### src/rtl/trigger_pulse_generator_if.sv
// trigger_pulse_generator_if: config, control and status bundle for trigger_pulse_generator
interface trigger_pulse_generator_if #(
    parameter int TIME_BITS  = 16,
    parameter int COUNT_BITS = 16
);
    logic [TIME_BITS-1:0]  cfg_width;
    logic [TIME_BITS-1:0]  cfg_period;
    logic [COUNT_BITS-1:0] cfg_count;
    logic                  start;
    logic                  abort;
    logic                  pulse_out;
    logic                  busy;
    logic                  done;
    logic [COUNT_BITS-1:0] pulses_sent;
    modport master (
        output cfg_width, cfg_period, cfg_count, start, abort,
        input  pulse_out, busy, done, pulses_sent
    );
    modport slave (
        input  cfg_width, cfg_period, cfg_count, start, abort,
        output pulse_out, busy, done, pulses_sent
    );
endinterface

### src/rtl/trigger_pulse_generator.sv
// trigger_pulse_generator: programmable burst/continuous trigger pulse source, all registered outputs
// Optional PULSE_GEN_EXT_START_EN adds a synchronized, edge-detected ext_start launch input.
module trigger_pulse_generator #(
    parameter int TIME_BITS  = 16,
    parameter int COUNT_BITS = 16
) (
    input logic clk_250mhz,
    input logic rst,
`ifdef PULSE_GEN_EXT_START_EN
    input logic ext_start,
`endif
    trigger_pulse_generator_if.slave bus
);
    typedef enum logic [1:0] {IDLE, HIGH, LOW} state_t;
    state_t                r_state;
    logic [TIME_BITS:0]    r_w, r_p, r_t;
    logic [COUNT_BITS-1:0] r_count, r_sent;
    logic                  r_pulse, r_busy, r_done;
    logic [TIME_BITS:0]    w_w, w_p, w_t_next;
    logic                  w_start, w_end, w_last, w_high_next;
    assign w_w         = bus.cfg_width == '0 ? (TIME_BITS+1)'(1) : {1'b0, bus.cfg_width};
    assign w_p         = {1'b0, bus.cfg_period} > w_w ? {1'b0, bus.cfg_period} : w_w + 1'b1;
    assign w_t_next    = r_t + 1'b1;
    assign w_high_next = w_t_next <= r_w;
    assign w_end       = r_t == r_p;
    assign w_last      = r_count != '0 && r_sent == r_count;
`ifdef PULSE_GEN_EXT_START_EN
    logic [2:0] r_sync;
    logic       r_ext_q;
    always_ff @(posedge clk_250mhz or posedge rst) begin
        if (rst) begin
            r_sync  <= '0;
            r_ext_q <= 1'b0;
        end else begin
            r_sync  <= {r_sync[1:0], ext_start};
            r_ext_q <= r_sync[2];
        end
    end
    assign w_start = bus.start | (r_sync[2] & ~r_ext_q);
`else
    assign w_start = bus.start;
`endif
    // r_t is the 1-based position within the current period of the cycle being driven
    always_ff @(posedge clk_250mhz or posedge rst) begin
        if (rst) begin
            r_state <= IDLE;
            r_w     <= '0;
            r_p     <= '0;
            r_t     <= '0;
            r_count <= '0;
            r_sent  <= '0;
            r_pulse <= 1'b0;
            r_busy  <= 1'b0;
            r_done  <= 1'b0;
        end else begin
            r_done <= 1'b0;
            if (bus.abort) begin
                r_state <= IDLE;
                r_pulse <= 1'b0;
                r_busy  <= 1'b0;
            end else if (r_state == IDLE) begin
                if (w_start) begin
                    r_state <= HIGH;
                    r_pulse <= 1'b1;
                    r_busy  <= 1'b1;
                    r_w     <= w_w;
                    r_p     <= w_p;
                    r_count <= bus.cfg_count;
                    r_sent  <= COUNT_BITS'(1);
                    r_t     <= (TIME_BITS+1)'(1);
                end
            end else if (w_end) begin
                if (w_last) begin
                    r_state <= IDLE;
                    r_pulse <= 1'b0;
                    r_busy  <= 1'b0;
                    r_done  <= 1'b1;
                end else begin
                    r_state <= HIGH;
                    r_pulse <= 1'b1;
                    r_t     <= (TIME_BITS+1)'(1);
                    r_sent  <= r_sent + COUNT_BITS'(r_sent != '1);
                end
            end else begin
                r_t     <= w_t_next;
                r_pulse <= w_high_next;
                r_state <= w_high_next ? HIGH : LOW;
            end
        end
    end
    assign bus.pulse_out   = r_pulse;
    assign bus.busy        = r_busy;
    assign bus.done        = r_done;
    assign bus.pulses_sent = r_sent;
endmodule

### src/flat_wrapper.sv
// flat-port wrapper written by rule: the top's interface ports become plain ports
module trigger_pulse_generator_flat 
#(
    parameter int TIME_BITS  = 16,
    parameter int COUNT_BITS = 16
)
  (clk_250mhz, rst, bus_cfg_width, bus_cfg_period, bus_cfg_count, bus_start, bus_abort, bus_pulse_out, bus_busy, bus_done, bus_pulses_sent);
  trigger_pulse_generator_if #(.TIME_BITS(TIME_BITS), .COUNT_BITS(COUNT_BITS)) bus_i ();
  input logic clk_250mhz;
  input logic rst;
  input wire logic [$bits(bus_i.cfg_width)-1:0] bus_cfg_width;
  input wire logic [$bits(bus_i.cfg_period)-1:0] bus_cfg_period;
  input wire logic [$bits(bus_i.cfg_count)-1:0] bus_cfg_count;
  input wire logic [$bits(bus_i.start)-1:0] bus_start;
  input wire logic [$bits(bus_i.abort)-1:0] bus_abort;
  output wire logic [$bits(bus_i.pulse_out)-1:0] bus_pulse_out;
  output wire logic [$bits(bus_i.busy)-1:0] bus_busy;
  output wire logic [$bits(bus_i.done)-1:0] bus_done;
  output wire logic [$bits(bus_i.pulses_sent)-1:0] bus_pulses_sent;
  assign bus_i.cfg_width = bus_cfg_width;
  assign bus_i.cfg_period = bus_cfg_period;
  assign bus_i.cfg_count = bus_cfg_count;
  assign bus_i.start = bus_start;
  assign bus_i.abort = bus_abort;
  assign bus_pulse_out = bus_i.pulse_out;
  assign bus_busy = bus_i.busy;
  assign bus_done = bus_i.done;
  assign bus_pulses_sent = bus_i.pulses_sent;
  trigger_pulse_generator #(.TIME_BITS(TIME_BITS), .COUNT_BITS(COUNT_BITS)) u_core (.clk_250mhz(clk_250mhz), .rst(rst), .bus(bus_i));
endmodule
### config.mk
export PLATFORM = sky130hd
export DESIGN_NAME = trigger_pulse_generator_flat
export DESIGN_NICKNAME = d
export VERILOG_FILES = /design/src/rtl/trigger_pulse_generator_if.sv /design/src/rtl/trigger_pulse_generator.sv /design/src/flat_wrapper.sv
export SDC_FILE = /design/constraint.sdc
export NUM_CORES = 1
export LEC_CHECK = 0
export ABC_AREA = 1
export CORE_MARGIN = 3
export CORE_UTILIZATION = 55
export CTS_CLUSTER_DIAMETER = 150
export DETAILED_ROUTE_END_ITERATION = 16
export GPL_ROUTABILITY_DRIVEN = 1
export PLACE_DENSITY = 0.79
export RECOVER_POWER = 100
export SETUP_SLACK_MARGIN = 0.2
export SKIP_CTS_REPAIR_TIMING = 1
export SLEW_MARGIN = 5
export SYNTH_ARGS = -nofsm -noshare
export SYNTH_HDL_FRONTEND = slang
export SYNTH_SLANG_ARGS = --single-unit
### constraint.sdc
create_clock -name clk_250mhz -period 5.5 [get_ports clk_250mhz]
set_input_delay 0.55 -clock clk_250mhz [delete_from_list [all_inputs] [get_ports clk_250mhz]]
set_output_delay 0.55 -clock clk_250mhz [all_outputs]
set_load 0.02 [all_outputs]
# Word-level counts from Yosys, hierarchy flattened
# Index checks and enable logic that the tools add are counted.
# word_totals
regBits	88
inputBits	52
word_cells	62
# classes
n_eq_ne	7
bitwise	1
n_reduce_logical	11
add_sub_neg	3
n_lt_le_gt_ge	2
mux	29
# ops
op	n
$mux W17	5
$mux W16	5
$add A17 B1 Y17 const B	2
$eq A17 B17 Y1	1
$gt A16 B17 Y1	1
$le A17 B17 Y1	1
$add A16 B1 Y16	1
$eq A16 B16 Y1	1
$logic_not A16 Y1	1
$ne A16 B16 Y1 const B	1
$reduce_bool A16 Y1	1
$mux W1	14
$mux W2	5
$reduce_and A3 Y1	3
$ne A3 B3 Y1 const B	2
$reduce_bool A3 Y1	2
$ne A2 B2 Y1 const B	2
$reduce_and A4 Y1	1
$logic_not A2 Y1	1
$reduce_bool A2 Y1	1
$logic_and A1 B1 Y1	1
$not A1 Y1	1

# Longest topological paths before layout
# depth
ltp_word	6
ltp_mapped	21
mapped_depth_nobuf	21

# Least setup slack after synthesis
# Ideal clock, no wire load.
# synth_path
kind	register to register
startpoint	register u_core.r_t[0]
endpoint	register u_core.r_pulse (netlist: u_core.bus.pulse_out)
synth_period_minus_slack_ns	2.313
stages_incl_launch_ff	19
setup_slack_ns	3.187
setup_ns	0.117
arrival_ns	2.197
cell_sequence	dfrtp_1 > ha_1 > nand2_1 > nor2_4 > nand4_2 > nor2_2 > nand2_1 > xnor2_1 > ha_1 > nand2_1 > o21a_1 > nand2_1 > nand2_1 > nand2_1 > nand2_1 > nand2_1 > nand2_1 > nand2_1 > nand2_1
# synth_via
elab_chain_cells	5
elab_cells_between_ends	6
# synth_rtl
item	line	text
from (decl)	trigger_pulse_generator.sv:16	logic [TIME_BITS:0] r_w, r_p, r_t;
from (signal assigned)	trigger_pulse_generator.sv:70	r_t <= (TIME_BITS+1)'(1);
from (signal assigned)	trigger_pulse_generator.sv:81	r_t <= (TIME_BITS+1)'(1);
from (signal assigned)	trigger_pulse_generator.sv:85	r_t <= w_t_next;
$add A17 B1 Y17	trigger_pulse_generator.sv:23	assign w_t_next = r_t + 1'b1;
$le A17 B17 Y1	trigger_pulse_generator.sv:24	assign w_high_next = w_t_next <= r_w;
$mux W1 *	trigger_pulse_generator.sv:72	end else if (w_end) begin
$mux W1 *	trigger_pulse_generator.sv:61	end else if (r_state == IDLE) begin
$mux W1 *	trigger_pulse_generator.sv:57	if (bus.abort) begin
to (signal assigned)	trigger_pulse_generator.sv:86	r_pulse <= w_high_next;
to (decl)	trigger_pulse_generator.sv:18	logic r_pulse, r_busy, r_done;
# Mark *: on every way between the ends. The rest lies on a longest branch, timed or not.
# A chain may end at the register's enable or synchronous reset.

==> flow_summary_export.csv <==
group,metric,value,unit
synth,postSynthCellCount,811,
global_routing,grt_antenna_before_repair,0,
power_and_ir_drop,power_density,281,nW/µm²
timing,post-route-min-period,3.67,ns
synth,synth-async-reset-ratio,1.00,
finish,seqCellArea,2150,µm²
floorplan,core_area,10500,µm²
clock_tree,cts_tree,"done",
finish,layout.cells.non_filler,1008,
placement,place.detailed.instances,992,
timing,transition_at_the_pin_with_the_smallest_max_transition_slack,2.09,ns
clock_tree,clock_latency_on_the_worst_skew_pair,0.38,ns
timing,timing.final.setup_violations,0,
worst_setup_path,critical-path-max-stage-delay,0.96,ns
worst_setup_path,cpLargestDelayFamily,"simple AND/OR/NAND/NOR gates",
global_routing,pin_count_of_the_biggest_net_entering_global_routing,87,
clock_tree,cts.path.max_buffers,2,
synth,number_of_synthesized_flops_with_an_enable_pin,0,
drt,detail_route.vias_per_cell,5.59,
finish,multiInputGateArea,3280,µm²
hold_path,min-delay-path-class,"reg2reg",
power_and_ir_drop,power.clock.fraction,0.257,
clock_tree,clkTransAtPathRegs,0.08,ns
drt,detail_route.first_pass.iterations,5,
synth,synth.yosys.warnings,0,
power_and_ir_drop,report.power.total,1.94,mW
drt,drtAntennaViolNets,0,
global_routing,grt_pass1_vias,5337,
outcome,violations_in_the_final_reports,"max-capacitance violations, max-slew violations",
floorplan,design.die.area,12100,µm²
finish,final_nets,954,
timing,holdWs,0.489,ns
timing,fmax,272,MHz
floorplan,floorplan.initialDensity,0.571,
drt,routed_wl,15200,µm
power_and_ir_drop,intPower,1.25,mW
power_and_ir_drop,p_leak,3.46,nW
placement,hpwl,11600,µm
timing,timing.final.hold_violations,0,
finish,final_design_area_no_fill,6880,µm²
worst_setup_path,timing.critical_path.fanout_max,55,
flow_run,max_cap_violations,2,
synth,syn-mean-instance-area,7.37,µm²
power_and_ir_drop,power_frac_seq,0.443,
worst_setup_path,path_cells,"nor2_1 > nand3_1 > buf_4 > clkinv_1 > clkbuf_1 > nand2_1 > nor2_1 > nand3_1 > nand2_1",
timing,worst_slack,1.83,ns
timing,post-route-period-util,0.667,
power_and_ir_drop,irDropWorstVdd,0.181,mV
synth,seq_area_frac_synth,0.360,
drt,detailed_route_drc_error_count,0,
synth,synth_seq_cells,86,
worst_setup_path,timing.critical_path.buf_inv,3,
floorplan,die_width,110,µm
synth,netlist_area,5970,µm²
timing,timing.clock.skew,0.0121,ns
finish,final_core_utilization,0.658,
drt,avgRoutedWirePerCell,15.0,µm
global_routing,grt_usage,0.267,
worst_setup_path,required,5.81,ns
worst_setup_path,register_to_register_setup_slack,1.83,ns
floorplan,io-pin-count,71,
worst_setup_path,arrival,3.98,ns
synth,postSynthNetCount,898,
worst_setup_path,timing.setup.critical_path_class,"reg2reg",
clock_tree,cell_at_the_root_of_the_clock_tree,"sky130_fd_sc_hd__clkbuf_8",
finish,number_of_fill_cells,928,
floorplan,die_height,110,µm
finish,synthToLayoutAreaGrowth,15.2,%
clock_tree,cts-buffers-inserted,9,
synth,yosys.cell_types.count,41,
power_and_ir_drop,net_sw_power,0.681,mW
worst_setup_path,worstSetupStartpointType,"flip-flop",
finish,drive_above_1_share,0.0378,
timing,worst_slew_margin_rel,-0.396,
finish,num_antenna_cells,0,
drt,drt_iter0_markers,424,
floorplan,row_count,37,
timing,unrepaired_setup_endpoints_after_global_routing,"false",
power_and_ir_drop,p_comb_frac,0.300,
timing,final.setup.tns,0,ns
global_routing,grt_remaining_overflow,0,
synth,synth-main-ff-cell,"sky130_fd_sc_hd__dfrtp_1",
worst_setup_path,worst_path_max_delay_cell,"sky130_fd_sc_hd__nor2_1",
placement,dpl_cell_area,6710,µm²
global_routing,grt_pass1_wl,25700,µm
worst_setup_path,timing.critical_path.to_type,"flip-flop",
placement,gpl.final_weighted_congestion,0.975,
placement,port_buffer_cells,70,
outcome,status,"finished, violations left",
timing,drv_slew,104,
placement,place_worst_setup_slack,2.04,ns
drt,route.vias.total,5638,
power_and_ir_drop,power.share.switching,0.352,
clock_tree,ctsHtreeMaxLevel,3,
clock_tree,numClockSinks,86,
[cell type report]
type	count	share of cell area
tap	136	0.0247
multi-input combinational	606	0.477
clock buffer	13	0.0216
timing repair buffer	73	0.104
sequential	86	0.313
clock inverter	3	0.00982
inverter	91	0.0498
[worst register-to-register path: stages (launching register included)]
cell	delay [ns]
sky130_fd_sc_hd__dfrtp_1	0.39
sky130_fd_sc_hd__nor2_1	0.96
sky130_fd_sc_hd__nand3_1	0.17
sky130_fd_sc_hd__buf_4	0.37
sky130_fd_sc_hd__clkinv_1	0.32
sky130_fd_sc_hd__clkbuf_1	0.87
sky130_fd_sc_hd__nand2_1	0.18
sky130_fd_sc_hd__nor2_1	0.16
sky130_fd_sc_hd__nand3_1	0.11
sky130_fd_sc_hd__nand2_1	0.09
[sequential cells by signal (all words and copies together), names as in the netlist]
signal	cells
u_core.bus.busy	1
u_core.bus.done	1
u_core.bus.pulse_out	1
u_core.bus.pulses_sent	16
u_core.r_count	16
u_core.r_p	17
u_core.r_state	1
u_core.r_t	17
u_core.r_w	16
[synth_stat cells, types with 2 or more instances]
cell,number,share of area
sky130_fd_sc_hd__nand2_1,250,0.16
sky130_fd_sc_hd__dfrtp_1,86,0.36
sky130_fd_sc_hd__inv_1,86,0.054
sky130_fd_sc_hd__nor2_1,60,0.038
sky130_fd_sc_hd__nand3_1,52,0.044
sky130_fd_sc_hd__o21ai_0,37,0.031
sky130_fd_sc_hd__ha_1,35,0.073
sky130_fd_sc_hd__xor2_1,35,0.051
sky130_fd_sc_hd__nand4_1,31,0.032
sky130_fd_sc_hd__nand3b_1,17,0.021
sky130_fd_sc_hd__xnor2_1,17,0.025
sky130_fd_sc_hd__a21oi_1,16,0.013
sky130_fd_sc_hd__nor3_1,14,0.012
sky130_fd_sc_hd__clkbuf_1,10,0.0063
sky130_fd_sc_hd__buf_2,9,0.0075
sky130_fd_sc_hd__nor4_1,8,0.0084
sky130_fd_sc_hd__o22ai_1,6,0.0063
sky130_fd_sc_hd__buf_6,4,0.0075
sky130_fd_sc_hd__inv_2,4,0.0025
sky130_fd_sc_hd__nor2_2,4,0.0042
sky130_fd_sc_hd__nor3_2,3,0.0050
sky130_fd_sc_hd__or2_2,3,0.0031
sky130_fd_sc_hd__a31oi_1,2,0.0021
sky130_fd_sc_hd__buf_4,2,0.0025
sky130_fd_sc_hd__clkbuf_2,2,0.0017
sky130_fd_sc_hd__nand3_2,2,0.0034
sky130_fd_sc_hd__nand3_4,2,0.0059
[routing by layer]
| layer | share of wire | GRT usage | routed length [µm] |
|---|---|---|---|
| met5 | 0 | 0 | 0 |
| met4 | 0.011 | 0.0748 | 173 |
| met3 | 0.084 | 0.0507 | 1280 |
| met2 | 0.44 | 0.392 | 6650 |
| met1 | 0.47 | 0.401 | 7050 |
[cell families after synthesis]
group / share of synthesized area
buffers and inverters: 0.0833
DFF: 0.360
AOI/OAI and AO/OA: 0.0614
adders and majority gates: 0.0733
and+or+nand+nor: 0.346
xor gates and xnor gates: 0.0762
[power groups by stage]
stage	registers, mW	clock network (mW)	logic, mW
floorplan	0.845	0	0.416
global placement	0.860	0	0.564
detailed placement	0.866	0	0.588
CTS	0.854	0.506	0.590
global route	0.870	0.530	0.666
finish	0.857	0.498	0.580
[layout by cell type, fill, tap and decap left out, types with 2 or more instances in the layout]
cell / n
sky130_fd_sc_hd__nand2_1: 250
sky130_fd_sc_hd__dfrtp_1: 86
sky130_fd_sc_hd__inv_1: 85
sky130_fd_sc_hd__nor2_1: 61
sky130_fd_sc_hd__nand3_1: 55
sky130_fd_sc_hd__clkdlybuf4s50_1: 49
sky130_fd_sc_hd__o21ai_0: 38
sky130_fd_sc_hd__xor2_1: 35
sky130_fd_sc_hd__ha_1: 35
sky130_fd_sc_hd__nand4_1: 31
sky130_fd_sc_hd__dlygate4sd3_1: 21
sky130_fd_sc_hd__nand3b_1: 17
sky130_fd_sc_hd__xnor2_1: 17
sky130_fd_sc_hd__a21oi_1: 16
sky130_fd_sc_hd__nor3_1: 15
sky130_fd_sc_hd__clkbuf_8: 10
sky130_fd_sc_hd__nor4_1: 8
sky130_fd_sc_hd__o22ai_1: 6
sky130_fd_sc_hd__inv_2: 4
sky130_fd_sc_hd__clkbuf_1: 4
sky130_fd_sc_hd__nor2_2: 3
sky130_fd_sc_hd__or2_2: 3
sky130_fd_sc_hd__a31oi_1: 2
sky130_fd_sc_hd__nor3_2: 2
sky130_fd_sc_hd__bufinv_16: 2
[final timing paths]
path | startpoint | endpoint | cells past startpoint
worst max-delay path | u_core.bus.pulse_out$_DFFE_PP0P_ | u_core.r_p[16]$_DFFE_PP0P_ | 9
worst min-delay path | u_core.r_w[9]$_DFFE_PP0P_ | u_core.r_w[9]$_DFFE_PP0P_ | 2
worst max register to register | u_core.bus.pulse_out$_DFFE_PP0P_ | u_core.r_p[16]$_DFFE_PP0P_ | 9
worst min register to register | u_core.r_w[9]$_DFFE_PP0P_ | u_core.r_w[9]$_DFFE_PP0P_ | 2
max in group asynchronous | rst | u_core.r_count[4]$_DFFE_PP0P_ | 3
min in group asynchronous | rst | u_core.bus.pulses_sent[7]$_DFFE_PP0P_ | 3
No activity file was read; power rests on OpenSTA's default activity.
